### src/rtl/retire_pkg.sv
// rtl/retire_pkg.sv - shared constants and commit-buffer entry type for the retire stage
//
// Purpose: default sizing of the commit buffer and the per-entry state record.
// Ports:   none (package).

package retire_pkg;

    localparam int DEPTH = 8;
    localparam int RET_W = 3;
    localparam int TAG_W = $clog2(DEPTH);

    typedef struct packed {
        logic live;
        logic done;
        logic halt;
    } entry_t;

endpackage

### src/rtl/retire_select.sv
// rtl/retire_select.sv - combinational head-window scan choosing how many entries retire
//
// Purpose: walk the window starting at head and count consecutive live+done
//          entries, stopping at the first non-done entry or just after a halt.
// Ports:
//   win      in  WIN entries, win[0] is the head entry
//   count    out number of entries to retire this cycle (0..WIN)
//   halt_hit out a halt entry is among the retired entries

module retire_select
    import retire_pkg::*;
#(
    parameter int WIN = 3
) (
    input  entry_t [WIN-1:0] win,
    output logic   [2:0]     count,
    output logic             halt_hit
);

    logic stop;

    always_comb begin
        count    = '0;
        halt_hit = 1'b0;
        stop     = 1'b0;
        for (int i = 0; i < WIN; i++) begin
            if (!stop) begin
                if (win[i].live && win[i].done) begin
                    count = count + 3'd1;
                    // The halt itself retires, but nothing younger may follow it.
                    if (win[i].halt) begin
                        halt_hit = 1'b1;
                        stop     = 1'b1;
                    end
                end else begin
                    stop = 1'b1;
                end
            end
        end
    end

endmodule

### src/rtl/retire_stage.sv
// rtl/retire_stage.sv - in-order retirement from a circular commit buffer
//
// Purpose: allocate in program order, complete out of order by tag, retire up
//          to RET_W consecutive completed entries per cycle from the head.
// Ports:
//   clk, rst_n           clock, asynchronous active-low reset
//   alloc_v, alloc_halt  allocation request and its halt attribute
//   alloc_ready          allocation accepted when alloc_v && alloc_ready
//   alloc_tag            tag given to the allocating instruction (tail index)
//   cmpl_v, cmpl_tag0/1  two completion ports
//   flush                discard all in-flight entries
//   W_v                  registered retire count
//   isHalt               sticky: a halt has retired
//   occupancy            number of live entries

module retire_stage #(
    parameter int DEPTH = retire_pkg::DEPTH,
    parameter int RET_W = retire_pkg::RET_W,
    parameter int TAG_W = $clog2(DEPTH)
) (
    input  logic             clk,
    input  logic             rst_n,
    input  logic             alloc_v,
    input  logic             alloc_halt,
    output logic             alloc_ready,
    output logic [TAG_W-1:0] alloc_tag,
    input  logic [1:0]       cmpl_v,
    input  logic [TAG_W-1:0] cmpl_tag0,
    input  logic [TAG_W-1:0] cmpl_tag1,
    input  logic             flush,
    output logic [2:0]       W_v,
    output logic             isHalt,
    output logic [TAG_W:0]   occupancy
);

    import retire_pkg::*;

    // A window wider than the buffer would revisit the head entry.
    localparam int WIN = (RET_W < DEPTH) ? RET_W : DEPTH;

    logic [TAG_W:0]   head;
    logic [TAG_W:0]   tail;
    entry_t           ent [DEPTH];
    logic             halted;
    logic [2:0]       w_q;

    logic             full;
    logic [TAG_W-1:0] head_idx;
    logic [TAG_W-1:0] tail_idx;
    entry_t [WIN-1:0] win;
    logic [2:0]       sel_cnt;
    logic             sel_halt;
    logic [2:0]       ret_cnt;
    logic             ret_halt;

    assign head_idx    = head[TAG_W-1:0];
    assign tail_idx    = tail[TAG_W-1:0];
    assign full        = (head_idx == tail_idx) && (head[TAG_W] != tail[TAG_W]);
    assign occupancy   = tail - head;
    assign alloc_ready = !full && !halted && !flush;
    assign alloc_tag   = tail_idx;
    assign W_v         = w_q;
    assign isHalt      = halted;

    always_comb begin
        for (int i = 0; i < WIN; i++) begin
            win[i] = ent[head_idx + TAG_W'(i)];
        end
    end

    retire_select #(.WIN(WIN)) u_select (
        .win      (win),
        .count    (sel_cnt),
        .halt_hit (sel_halt)
    );

    // Once halted, the machine is frozen until reset.
    assign ret_cnt  = halted ? 3'd0 : sel_cnt;
    assign ret_halt = !halted && sel_halt;

    always_ff @(posedge clk or negedge rst_n) begin
        if (!rst_n) begin
            head   <= '0;
            tail   <= '0;
            halted <= 1'b0;
            w_q    <= '0;
            for (int i = 0; i < DEPTH; i++) begin
                ent[i] <= '0;
            end
        end else if (flush) begin
            tail <= head;
            w_q  <= '0;
            for (int i = 0; i < DEPTH; i++) begin
                ent[i] <= '0;
            end
        end else begin
            if (cmpl_v[0] && ent[cmpl_tag0].live) begin
                ent[cmpl_tag0].done <= 1'b1;
            end
            if (cmpl_v[1] && ent[cmpl_tag1].live) begin
                ent[cmpl_tag1].done <= 1'b1;
            end
            // Clearing comes after completion so a late completion to a
            // retiring entry cannot leave it half-alive.
            for (int i = 0; i < WIN; i++) begin
                if (3'(i) < ret_cnt) begin
                    ent[head_idx + TAG_W'(i)] <= '0;
                end
            end
            // The tail slot is never live unless full, so it cannot collide
            // with a retiring or completing entry.
            if (alloc_v && alloc_ready) begin
                ent[tail_idx] <= '{live: 1'b1, done: 1'b0, halt: alloc_halt};
                tail          <= tail + 1'b1;
            end
            head   <= head + (TAG_W+1)'(ret_cnt);
            w_q    <= ret_cnt;
            halted <= halted | ret_halt;
        end
    end

endmodule

### config.mk
export PLATFORM = sky130hd
export DESIGN_NAME = retire_stage
export DESIGN_NICKNAME = d
export VERILOG_FILES = /design/src/rtl/retire_pkg.sv /design/src/rtl/retire_select.sv /design/src/rtl/retire_stage.sv
export SDC_FILE = /design/constraint.sdc
export NUM_CORES = 1
export LEC_CHECK = 0
export CAP_MARGIN = 10
export CORE_UTILIZATION = 40
export CTS_CLUSTER_DIAMETER = 40
export DETAILED_ROUTE_END_ITERATION = 8
export HOLD_SLACK_MARGIN = 0.03
export SYNTH_ARGS = -nofsm -noshare
export SYNTH_HDL_FRONTEND = slang
export SYNTH_SLANG_ARGS = --single-unit
export TNS_END_PERCENT = 1
### constraint.sdc
create_clock -name clk -period 4.1 [get_ports clk]
set_input_delay 0.41 -clock clk [delete_from_list [all_inputs] [get_ports clk]]
set_output_delay 0.41 -clock clk [all_outputs]
set_load 0.02 [all_outputs]
==> results of run 1 <==
[layout by cell type (no fill, tap or decap), drive strengths merged, types with 13 or more instances in the layout]
master	Yosys	routed
a21oi	15	15
buf	7	16
clkdlybuf4s50	0	23
dfrtp	36	36
ha	14	14
inv	22	22
nand2	33	33
nand3	16	16
o21ai	17	17
o22ai	13	13
[logic make-up after synthesis]
kind of cell               synth area share (%)
AOI/OAI and AO/OA                          19.9
xor gates and xnor gates                   3.20
adders and majority gates                  7.86
buffers and inverters                      6.08
DFF                                        32.9
muxes                                      8.87
and+or+nand+nor                            21.2
[state kept, by name, indices dropped and copies added (netlist names)]
signal	flops
head	4
isHalt	1
ent	24
tail	4
W_v	3
[Yosys cell counts (2+ instances only)]
cell / n
sky130_fd_sc_hd__nand2b_1: 8
sky130_fd_sc_hd__clkbuf_1: 7
sky130_fd_sc_hd__a31oi_1: 2
sky130_fd_sc_hd__and2_1: 3
sky130_fd_sc_hd__buf_4: 4
sky130_fd_sc_hd__nor4_1: 4
sky130_fd_sc_hd__o21ai_0: 11
sky130_fd_sc_hd__nor2b_1: 3
sky130_fd_sc_hd__nand2_1: 33
sky130_fd_sc_hd__o211ai_1: 5
sky130_fd_sc_hd__inv_1: 21
sky130_fd_sc_hd__xnor2_1: 7
sky130_fd_sc_hd__o21a_1: 4
sky130_fd_sc_hd__nand3b_1: 5
sky130_fd_sc_hd__mux4_2: 7
sky130_fd_sc_hd__nand4_1: 6
sky130_fd_sc_hd__nand3_1: 16
sky130_fd_sc_hd__buf_6: 2
sky130_fd_sc_hd__a21oi_1: 14
sky130_fd_sc_hd__o221ai_2: 2
sky130_fd_sc_hd__or3_1: 2
sky130_fd_sc_hd__nor2_1: 10
sky130_fd_sc_hd__xor2_1: 3
sky130_fd_sc_hd__nor3_1: 5
sky130_fd_sc_hd__o31ai_1: 2
sky130_fd_sc_hd__ha_1: 14
sky130_fd_sc_hd__dfrtp_1: 36
sky130_fd_sc_hd__mux2i_1: 7
sky130_fd_sc_hd__and4_1: 2
sky130_fd_sc_hd__o221ai_1: 2
sky130_fd_sc_hd__a21o_1: 3
sky130_fd_sc_hd__o21ai_1: 6
sky130_fd_sc_hd__fa_1: 2
sky130_fd_sc_hd__o22ai_1: 13
sky130_fd_sc_hd__o2111ai_1: 5
[metal layers]
metal	wire (µm)	vias to the layer above
met2	3470	77
met5	0	-
met1	3560	1213
li1	-	1176
met3	363	8
met4	78	0
[power groups by stage]
stage	logic (W)	registers, W	clock network, W
floorplan	0.000353	0.000423	0
detailed placement	0.000520	0.000438	0
finish	0.000538	0.000433	0.000248
global placement	0.000516	0.000437	0
CTS	0.000523	0.000431	0.000255
global route	0.000583	0.000439	0.000273
[worst paths after layout]
path	from	end	slack, ns	cells past startpoint
max reg2reg	head[0]$_DFFE_PN0N_	ent[13]$_DFF_PN0_	0.30	16
max	head[0]$_DFFE_PN0N_	ent[13]$_DFF_PN0_	0.30	16
max in group asynchronous	rst_n	W_v[1]$_DFF_PN0_	3.35	1
min reg2reg	head[3]$_DFFE_PN0N_	head[3]$_DFFE_PN0N_	0.51	1
min	rst_n	ent[11]$_DFF_PN0_	0.22	1
min in group clk	head[3]$_DFFE_PN0N_	head[3]$_DFFE_PN0N_	0.51	1
[per-stage QoR]
step | power (W) | utilization (%) | cells
after floorplan | 0.000776 | - | 298
after global placement | 0.000952 | 47.2 | 396
after detailed placement | 0.000958 | 47.2 | 396
after CTS | 0.00121 | 48.5 | 403
after global routing | 0.00130 | 49.2 | 407
final | 0.00122 | 49.2 | 407
[what timing repair did]
action,in CTS,in global routing
resized for setup,0,4
endpoints found under the setup margin,0,11
hold buffers,0,0
setup buffers,0,4
[worst reg2reg max path, cell delays in order (launching register included)]
cell and delay [ns]:
sky130_fd_sc_hd__dfrtp_1 0.45, sky130_fd_sc_hd__buf_4 0.21, sky130_fd_sc_hd__nand3_1 0.11, sky130_fd_sc_hd__o21ai_0 0.11
sky130_fd_sc_hd__mux4_2 0.51, sky130_fd_sc_hd__ha_1 0.33, sky130_fd_sc_hd__nand2b_1 0.19, sky130_fd_sc_hd__nand2_1 0.12
sky130_fd_sc_hd__inv_1 0.05, sky130_fd_sc_hd__ha_1 0.28, sky130_fd_sc_hd__nor2_1 0.08, sky130_fd_sc_hd__and4_1 0.30
sky130_fd_sc_hd__nor3_4 0.10, sky130_fd_sc_hd__buf_4 0.16, sky130_fd_sc_hd__a21oi_1 0.27, sky130_fd_sc_hd__o221ai_2 0.17
sky130_fd_sc_hd__nor4b_2 0.26
[layout make-up]
class | count | area, µm²
fill | 595 | 3300
multi-input combinational | 226 | 1690
sequential | 36 | 901
timing repair buffer | 39 | 348
tap | 77 | 96.3
inverter | 22 | 82.6
clock buffer | 5 | 68.8
clock inverter | 2 | 12.5
==> insert_results.sql, run 1 <==
INSERT INTO impl_metrics (metric_group, metric, value, unit) VALUES
('layout', 'design.final.nets', '359', ''),
('power', 'p_sw_share', '40.0', '%'),
('sta', 'max_slew_margin', '44.3', '%'),
('floorplanning', 'design.die.area', '7180', 'µm²'),
('placement', 'placed_area', '3070', 'µm²'),
('logic_synthesis', 'synth.cell_area', '2740', 'µm²'),
('sta', 'min_period_over_period', '92.6', '%'),
('logic_synthesis', 'post-synth-top-area-fraction', '32.9', '%'),
('power', 'clkPwrFrac', '20.3', '%'),
('logic_synthesis', 'ys.warnings.count', '0', ''),
('floorplanning', 'initial_core_util', '42.1', '%'),
('placement', 'detailedPlace.worstSlack', '0.274', 'ns'),
('logic_synthesis', 'synth.ff_latch_count', '36', ''),
('global_routing', 'globalRoute.busiestLayer', 'met2', ''),
('clock_network', 'cts_buffer_depth', '2', ''),
('drt', 'wl_per_cell', '18.3', 'µm'),
('sta', 'period_needed', '3.80', 'ns'),
('worst_setup_path', 'cp_max_fo', '13', ''),
('power', 'power.share.sequential', '35.5', '%'),
('logic_synthesis', 'synth-edff-count', '0', ''),
('flow_run', 'max_cap_viol_count', '0', ''),
('global_routing', 'grt_antenna_before_repair', '0', ''),
('sta', 'tightest_slew', '0.836', 'ns'),
('clock_network', 'clk_latency', '0.28', 'ns'),
('logic_synthesis', 'yosys-top-cells-area', 'sky130_fd_sc_hd__dfrtp_1, sky130_fd_sc_hd__ha_1, sky130_fd_sc_hd__mux4_2', ''),
('drt', 'routed-via-count', '2474', ''),
('worst_setup_path', 'worstSetupStartpointType', 'flop', ''),
('drt', 'drt-initial-drc-count', '220', ''),
('layout', 'flow.area_growth_from_synthesis', '16.7', '%'),
('sta', 'timing.final.setup_violations', '0', ''),
('drt', 'vias_per_cell', '6.08', ''),
('worst_setup_path', 'worstPathCellList', 'buf_4 > nand3_1 > o21ai_0 > mux4_2 > ha_1 > nand2b_1 > nand2_1 > inv_1 > ha_1 > nor2_1 > and4_1 > nor3_4 > buf_4 > a21oi_1 > o221ai_2 > nor4b_2', ''),
('run_status', 'status', 'finished clean', ''),
('logic_synthesis', 'post_synth_inst_count', '298', ''),
('worst_setup_path', 'crit_path_top_delay_cell', 'sky130_fd_sc_hd__mux4_2', ''),
('worst_setup_path', 'critPathCaptureType', 'flop', ''),
('clock_network', 'clock_sinks', '36', ''),
('worst_setup_path', 'crit_buf_inv', '3', ''),
('drt', 'detail-route-antenna-nets', '0', ''),
('worst_setup_path', 'arrival', '3.99', 'ns'),
('global_routing', 'grt_start_max_net_pins', '37', ''),
('global_routing', 'overflow', '0', ''),
('clock_network', 'cts_tree', 'built', ''),
('floorplanning', 'chipWidth', '84.7', 'µm'),
('global_routing', 'grtUsageMet1', '32.8', '%'),
('clock_network', 'path_clk_slew', '0.08', 'ns'),
('placement', 'gpl.final_weighted_congestion', '0.967', ''),
('floorplanning', 'floorplan.io_pins', '25', ''),
('sta', 'final.setup_skew', '0.00285', 'ns'),
('logic_synthesis', 'yosys.area.top_type', 'sky130_fd_sc_hd__dfrtp_1', ''),
('global_routing', 'groute.usage.overall', '22.4', '%'),
('logic_synthesis', 'synth-async-reset-ratio', '100', '%'),
('global_routing', 'grt_util_met2', '35.3', '%'),
('logic_synthesis', 'seq_area_frac_synth', '32.9', '%'),
('drt', 'detail_route.first_pass.iterations', '7', ''),
('power', 'power.internal', '0.000731', 'W'),
('worst_setup_path', 'critPathRequiredTime', '4.29', 'ns'),
('logic_synthesis', 'ys_types', '57', ''),
('layout', 'num_antenna_cells', '0', ''),
('placement', 'io_buffers', '24', ''),
('sta', 'fin_ws', '0.302', 'ns'),
('worst_setup_path', 'timing.critical_path.max_delay_family', 'simple AND/OR/NAND/NOR gates', ''),
('global_routing', 'first_global_vias', '2372', ''),
('power', 'pwr-share-comb', '44.1', '%'),
('drt', 'wirelength', '7470', 'µm'),
('global_routing', 'grt_first_pass_wirelength', '12400', 'µm'),
('power', 'leakage', '1.29', 'nW'),
('global_routing', 'gr-usage-met3', '3.05', '%'),
('power', 'p_per_area', '381', 'nW/µm²'),
('power', 'net-switching-power', '0.000488', 'W'),
('sta', 'fin_hold_ws', '0.224', 'ns');
(Power assumes the default switching activity.)
==> run 2: changes to the inputs <==
--- a/config.mk
+++ b/config.mk
@@ -6,10 +6,11 @@
 export NUM_CORES = 1
 export LEC_CHECK = 0
 export CAP_MARGIN = 10
-export CORE_UTILIZATION = 40
+export CORE_UTILIZATION = 57
 export CTS_CLUSTER_DIAMETER = 40
 export DETAILED_ROUTE_END_ITERATION = 8
 export HOLD_SLACK_MARGIN = 0.03
+export PLACE_DENSITY = 0.79
 export SYNTH_ARGS = -nofsm -noshare
 export SYNTH_HDL_FRONTEND = slang
 export SYNTH_SLANG_ARGS = --single-unit
==> run 2 against run 1 <==
Net effect: worst setup slack got worse by 0.085 ns; cell count decreased by 6.9%; clock power increased by 30%; clock skew increased by 0.0030 ns; critical endpoint is now ent[2]$_DFF_PN0_; critical path depth unchanged; highest routed layer unchanged; combinational power decreased by 3%; via count increased by 1.5%; sequential power about the same; first-iteration DRC count decreased by 4.5%; count of clock-buffer cells in the layout unchanged; hold slack improved by 0.28 ns; maximum frequency decreased by 2.2%.
==> insert_results.sql, run 2 (synthesis gave the netlist of run 1 again) <==
INSERT INTO impl_metrics (metric_group, metric, value, unit) VALUES
('sta', 'final.setup_skew', '0.00588', 'ns'),
('global_routing', 'grt_first_pass_wirelength', '12100', 'µm'),
('layout', 'largest_register_ff_count', '24', ''),
('worst_setup_path', 'timing_worst_setup_path_type', 'flop to flop', ''),
('drt', 'detail-route-antenna-nets', '0', ''),
('layout', 'multi_input_comb_area', '1670', 'µm²'),
('sta', 'final.setup.tns', '0', 'ns'),
('sta', 'timing.final.setup_violations', '0', ''),
('floorplanning', 'design.die.area', '5080', 'µm²'),
('min_path', 'worst_min_path_class', 'flop to flop', ''),
('sta', 'maxClockFrequency', '258', 'MHz'),
('drt', 'wirelength', '7380', 'µm'),
('layout', 'sequential_cell_area', '901', 'µm²'),
('worst_setup_path', 'critPathRequiredTime', '4.27', 'ns'),
('clock_network', 'cts_tree', 'built', ''),
('floorplanning', 'chipHeight', '71.3', 'µm'),
('floorplanning', 'rows', '24', ''),
('placement', 'post-dp-hpwl', '5680', 'µm'),
('layout', 'design.final.nets', '355', ''),
('layout', 'top_flop_regs', 'ent (24), head (4), tail (4)', ''),
('clock_network', 'cts_made_buffers', '5', ''),
('floorplanning', 'initial_core_util', '61.2', '%'),
('clock_network', 'path_clk_slew', '0.08', 'ns'),
('run_status', 'status', 'finished clean', ''),
('drt', 'routed-via-count', '2510', ''),
('power', 'leakage', '1.29', 'nW'),
('clock_network', 'cts.root.buffer_cell', 'sky130_fd_sc_hd__clkbuf_8', ''),
('sta', 'tightest_slew', '0.501', 'ns'),
('worst_setup_path', 'critical_path.max_stage_delay', '0.43', 'ns'),
('drt', 'vias_per_cell', '6.62', ''),
('layout', 'final_design_area_no_fill', '3150', 'µm²'),
('global_routing', 'grt_start_max_net_pins', '37', ''),
('global_routing', 'first_global_vias', '2399', ''),
('placement', 'dpl.cell_count', '371', ''),
('placement', 'placed_area', '3040', 'µm²'),
('worst_setup_path', 'worstPathCellList', 'ha_1 > inv_1 > o2111ai_1 > nand4_1 > inv_1 > ha_1 > nand2b_1 > nand2_1 > inv_1 > ha_1 > nor2_1 > and4_1 > nor4_1 > nand2_1 > o221ai_1 > o21ai_0', ''),
('sta', 'setup_repair_after_global_routing_missed_its_margin', 'true', ''),
('worst_setup_path', 'worstSetupStartpointType', 'flop', ''),
('clock_network', 'cts-hold-fix-buffers', '0', ''),
('worst_setup_path', 'arrival', '4.05', 'ns'),
('worst_setup_path', 'critPathCaptureType', 'flop', ''),
('layout', 'final_layout_size_suffix_gt1_share', '11.9', '%'),
('placement', 'gpl.final_weighted_congestion', '0.996', ''),
('power', 'p_per_area', '405', 'nW/µm²'),
('placement', 'io_buffers', '24', ''),
('layout', 'fillerInstances', '354', ''),
('drt', 'drt-initial-drc-count', '210', ''),
('layout', 'top_register', 'ent', ''),
('layout', 'num_antenna_cells', '0', ''),
('clock_network', 'cts-htree-levels', '2', ''),
('layout', 'final_cell_count_no_fill', '379', ''),
('drt', 'detail_route.first_pass.iterations', '5', ''),
('sta', 'timing.final.max_slew_violations', '0', ''),
('drt', 'wl_per_cell', '19.5', 'µm'),
('layout', 'final_common_cell', 'sky130_fd_sc_hd__dfrtp_1', ''),
('flow_run', 'max_cap_viol_count', '0', ''),
('floorplanning', 'core_area', '4470', 'µm²'),
('floorplanning', 'chipWidth', '71.3', 'µm'),
('sta', 'min_period_over_period', '94.7', '%'),
('worst_setup_path', 'cp_max_fo', '7', ''),
('sta', 'final_hold_viol_count', '0', ''),
('clock_network', 'clock_sinks', '36', ''),
('sta', 'period_needed', '3.88', 'ns'),
('global_routing', 'overflow', '0', ''),
('floorplanning', 'floorplan.io_pins', '25', ''),
('power', 'ir_drop', '0.328', 'mV'),
('clock_network', 'clk_latency', '0.30', 'ns'),
('global_routing', 'groute.usage.overall', '31.6', '%'),
('clock_network', 'cts_buffer_depth', '2', ''),
('worst_setup_path', 'crit_path_top_delay_cell', 'sky130_fd_sc_hd__ha_1', ''),
('sta', 'max_slew_margin', '66.6', '%'),
('drt', 'route.detailed.drc', '0', ''),
('global_routing', 'grt_antenna_before_repair', '0', ''),
('layout', 'layout.cells.most_common_list', 'sky130_fd_sc_hd__dfrtp_1, sky130_fd_sc_hd__nand2_1, sky130_fd_sc_hd__clkdlybuf4s50_1, sky130_fd_sc_hd__inv_1, sky130_fd_sc_hd__nand3_1', ''),
('layout', 'flow.area_growth_from_synthesis', '15.2', '%');
## run 2: cell types whose count changed in the layout (fill, tap and decap cells not counted), sizes merged
cell           delta
buf               -5
bufinv            +1
clkdlybuf4s50     +1
## run 2: metrics by stage
stage               util, %  power (W)  hold slack [ns]  worst slack, ns
floorplan                 -   0.000776            0.114            0.388
global placement       68.0   0.000943            0.499            0.416
detailed placement     68.0   0.000951            0.492            0.363
CTS                    70.5    0.00127            0.510            0.314
global route           70.5    0.00134            0.539          -0.0103
finish                 70.5    0.00128            0.508            0.217
## run 2: worst max-delay path: cells and delay by family, from the launching register on
family / cells / cell delay (ns)
simple gates: 7 / 1.33
buf+inv: 3 / 0.44
compound gates: 3 / 0.59
flops: 1 / 0.41
fa+ha+maj: 3 / 1.00
## run 2: path summary, 6_finish.rpt
check                                     from           endpoint  slack, ns  cells past startpoint
setup reg to reg           head[0]$_DFFE_PN0N_   ent[2]$_DFF_PN0_       0.22                     16
hold reg to reg              ent[23]$_DFF_PN0_  ent[23]$_DFF_PN0_       0.51                      1
max in group asynchronous                rst_n  ent[17]$_DFF_PN0_       3.25                      2
hold / removal               ent[23]$_DFF_PN0_  ent[23]$_DFF_PN0_       0.51                      1
min in group asynchronous                rst_n  ent[21]$_DFF_PN0_       0.52                      2
setup / recovery           head[0]$_DFFE_PN0N_   ent[2]$_DFF_PN0_       0.22                     16
## run 2: layout make-up
cell class                 count  share of cell area, %
multi-input combinational    226                   53.0
sequential                    36                   28.6
timing repair buffer          35                   10.2
inverter                      22                   2.62
clock buffer                   5                   2.18
tap                           52                   2.06
clock inverter                 3                   1.35
## run 2: power by group
group	switching, W	internal (W)
registers	0.0000450	0.000385
clock network	0.000143	0.000180
logic	0.000301	0.000223
## run 2: timing repair
| action | in CTS | in global routing |
|---|---|---|
| setup endpoints to repair | 0 | 5 |
| setup buffers | 0 | 0 |
| resized for setup | 0 | 0 |
## run 2: routing by layer
| layer | track usage [%] | vias up | share of wire (%) | wire length, µm |
|---|---|---|---|---|
| li1 | - | 1169 | - | - |
| met1 | 44.4 | 1194 | 43 | 3150 |
| met2 | 48.9 | 134 | 47 | 3460 |
| met3 | 6.89 | 13 | 8.7 | 641 |
| met4 | 10.4 | 0 | 1.7 | 125 |
| met5 | 0 | - | 0 | 0 |
==> run 3: changes to the inputs <==
--- a/config.mk
+++ b/config.mk
@@ -10,7 +10,7 @@
 export CTS_CLUSTER_DIAMETER = 40
 export DETAILED_ROUTE_END_ITERATION = 8
 export HOLD_SLACK_MARGIN = 0.03
-export PLACE_DENSITY = 0.79
+export PLACE_DENSITY = 0.85
 export SYNTH_ARGS = -nofsm -noshare
 export SYNTH_HDL_FRONTEND = slang
 export SYNTH_SLANG_ARGS = --single-unit
==> run 3 against run 2 <==
Net effect: sequential cell count is the same; sequential share of layout area hardly changed; count of clock-buffer cells in the layout rose by 1; first-iteration DRC count is 58% higher; power rose by 0.45%; utilization rose by 0.11 points; clock skew is 0.0037 ns higher; critical path depth did not move; critical path type unchanged; largest cell class unchanged; largest power group unchanged.
==> insert_results.sql, run 3 (synthesis gave the netlist of run 1 again) <==
INSERT INTO impl_metrics (metric_group, metric, value, unit) VALUES
('clock_network', 'cts_tree', 'built', ''),
('clock_network', 'cts_made_buffers', '5', ''),
('worst_setup_path', 'cp_max_fo', '7', ''),
('drt', 'wl_per_cell', '20.6', 'µm'),
('clock_network', 'cts.root.buffer_cell', 'sky130_fd_sc_hd__clkbuf_8', ''),
('sta', 'tightest_slew', '0.541', 'ns'),
('floorplanning', 'rows', '24', ''),
('sta', 'final.setup_skew', '0.00955', 'ns'),
('floorplanning', 'core_area', '4470', 'µm²'),
('power', 'ir_drop', '0.366', 'mV'),
('drt', 'detail-route-antenna-nets', '0', ''),
('layout', 'final_common_cell', 'sky130_fd_sc_hd__dfrtp_1', ''),
('floorplanning', 'chipWidth', '71.3', 'µm'),
('placement', 'gpl.final_weighted_congestion', '0.998', ''),
('floorplanning', 'design.die.area', '5080', 'µm²'),
('drt', 'vias_per_cell', '6.96', ''),
('sta', 'timing.final.max_slew_violations', '0', ''),
('run_status', 'status', 'finished clean', ''),
('sta', 'maxClockFrequency', '261', 'MHz'),
('worst_setup_path', 'timing_worst_setup_path_type', 'flop to flop', ''),
('global_routing', 'overflow', '0', ''),
('drt', 'drt-initial-drc-count', '332', ''),
('layout', 'design.final.nets', '356', ''),
('global_routing', 'groute.usage.overall', '32.3', '%'),
('layout', 'largest_register_ff_count', '24', ''),
('min_path', 'worst_min_path_class', 'flop to flop', ''),
('floorplanning', 'floorplan.io_pins', '25', ''),
('placement', 'dpl.cell_count', '372', ''),
('sta', 'final.setup.tns', '0', 'ns'),
('layout', 'final_cell_count_no_fill', '380', ''),
('global_routing', 'grt_antenna_before_repair', '0', ''),
('floorplanning', 'chipHeight', '71.3', 'µm'),
('layout', 'fillerInstances', '335', ''),
('sta', 'max_slew_margin', '63.9', '%'),
('placement', 'post-dp-hpwl', '5910', 'µm'),
('global_routing', 'grt_first_pass_wirelength', '12400', 'µm'),
('drt', 'wirelength', '7830', 'µm'),
('clock_network', 'clock_sinks', '36', ''),
('sta', 'setup_repair_after_global_routing_missed_its_margin', 'false', ''),
('layout', 'final_layout_size_suffix_gt1_share', '12.2', '%'),
('global_routing', 'first_global_vias', '2445', ''),
('worst_setup_path', 'critPathCaptureType', 'flop', ''),
('worst_setup_path', 'critPathRequiredTime', '4.25', 'ns'),
('worst_setup_path', 'arrival', '3.98', 'ns'),
('drt', 'route.detailed.drc', '0', ''),
('worst_setup_path', 'worstSetupStartpointType', 'flop', ''),
('sta', 'min_period_over_period', '93.3', '%'),
('global_routing', 'grt_start_max_net_pins', '37', ''),
('power', 'leakage', '1.29', 'nW'),
('layout', 'flow.area_growth_from_synthesis', '15.4', '%'),
('layout', 'top_flop_regs', 'ent (24), head (4), tail (4)', ''),
('sta', 'timing.final.setup_violations', '0', ''),
('sta', 'period_needed', '3.82', 'ns'),
('clock_network', 'cts-htree-levels', '2', ''),
('clock_network', 'clk_latency', '0.30', 'ns'),
('drt', 'detail_route.first_pass.iterations', '5', ''),
('sta', 'final_hold_viol_count', '0', ''),
('clock_network', 'cts-hold-fix-buffers', '0', ''),
('power', 'p_per_area', '406', 'nW/µm²'),
('layout', 'layout.cells.most_common_list', 'sky130_fd_sc_hd__dfrtp_1, sky130_fd_sc_hd__nand2_1, sky130_fd_sc_hd__clkdlybuf4s50_1, sky130_fd_sc_hd__inv_1, sky130_fd_sc_hd__nand3_1', ''),
('clock_network', 'cts_buffer_depth', '2', ''),
('clock_network', 'path_clk_slew', '0.08', 'ns'),
('floorplanning', 'initial_core_util', '61.2', '%'),
('flow_run', 'max_cap_viol_count', '0', ''),
('placement', 'io_buffers', '24', ''),
('layout', 'num_antenna_cells', '0', ''),
('drt', 'routed-via-count', '2643', ''),
('layout', 'top_register', 'ent', '');
[run 3: cell count changes in the layout (fill, tap and decap cells not counted)]
cell and change:
sky130_fd_sc_hd__dfrtp_1 -1, sky130_fd_sc_hd__buf_4 +1, sky130_fd_sc_hd__dfrtp_2 +1, sky130_fd_sc_hd__clkinvlp_4 -1, sky130_fd_sc_hd__clkbuf_1 +1
[run 3: report_power, final]
| part | total, W | switching (W) | internal (W) |
|---|---|---|---|
| combinational | 0.000532 | 0.000303 | 0.000228 |
| clock | 0.000313 | 0.000133 | 0.000180 |
| sequential | 0.000437 | 0.0000519 | 0.000385 |
| total | 0.00128 | 0.000488 | 0.000794 |
[run 3: final timing paths]
| path | slack [ns] | startpoint | depth (start not counted) | to |
|---|---|---|---|---|
| max reg2reg | 0.28 | head[1]$_DFFE_PN0N_ | 16 | ent[5]$_DFF_PN0_ |
| min | 0.51 | head[3]$_DFFE_PN0N_ | 1 | head[3]$_DFFE_PN0N_ |
| min in group asynchronous | 0.54 | rst_n | 2 | ent[5]$_DFF_PN0_ |
| min reg2reg | 0.51 | head[3]$_DFFE_PN0N_ | 1 | head[3]$_DFFE_PN0N_ |
| max | 0.28 | head[1]$_DFFE_PN0N_ | 16 | ent[5]$_DFF_PN0_ |
| max in group asynchronous | 3.21 | rst_n | 2 | head[0]$_DFFE_PN0N_ |
[run 3: cell type report]
class | count | area, µm² | area share [%]
Multi-Input combinational cell | 226 | 1670 | 52.9
Tap cell | 52 | 65.1 | 2.06
Sequential cell | 36 | 902 | 28.6
Inverter | 22 | 82.6 | 2.61
Clock inverter | 2 | 35.0 | 1.11
Clock buffer | 6 | 72.6 | 2.30
Timing Repair Buffer | 36 | 330 | 10.5
[run 3: worst max-delay path, cell delays in order (launching register included)]
cell and delay (ns):
sky130_fd_sc_hd__dfrtp_1 0.53, sky130_fd_sc_hd__ha_1 0.27, sky130_fd_sc_hd__xor2_1 0.26, sky130_fd_sc_hd__o2111ai_1 0.16, sky130_fd_sc_hd__nand4_1 0.14, sky130_fd_sc_hd__inv_1 0.11
sky130_fd_sc_hd__ha_1 0.31, sky130_fd_sc_hd__nand2b_1 0.18, sky130_fd_sc_hd__nand2_1 0.11, sky130_fd_sc_hd__inv_1 0.05, sky130_fd_sc_hd__ha_1 0.28, sky130_fd_sc_hd__nor2_1 0.04
sky130_fd_sc_hd__and4_1 0.24, sky130_fd_sc_hd__nor4_1 0.33, sky130_fd_sc_hd__nand2_1 0.15, sky130_fd_sc_hd__o221ai_1 0.32, sky130_fd_sc_hd__o21ai_0 0.19
[run 3: metrics by stage]
step	total power, W	utilization, %	instance area [µm²]	hold slack [ns]	setup WS (ns)
6_report	0.00128	70.6	3160	0.511	0.275
5_1_grt	0.00134	70.6	3160	0.519	0.0260
4_1_cts	0.00127	70.6	3160	0.513	0.301
3_5_place_dp	0.000961	68.1	3050	0.500	0.312
3_3_place_gp	0.000944	68.1	3050	0.495	0.376
2_1_floorplan	0.000776	-	2740	0.114	0.388
[run 3: routing by layer]
layer  GRT usage, %  wire, µm  vias to the layer above
li1               -         -                     1165
met1           45.1      3270                     1304
met2           49.9      3590                      152
met3           6.89       740                       22
met4           11.8       219                        0
met5              0         0                        -
[run 3: what timing repair did]
item                       in CTS  in global routing
setup endpoints to repair       0                  1
resized for setup               0                  1
buffers inserted                0                  0
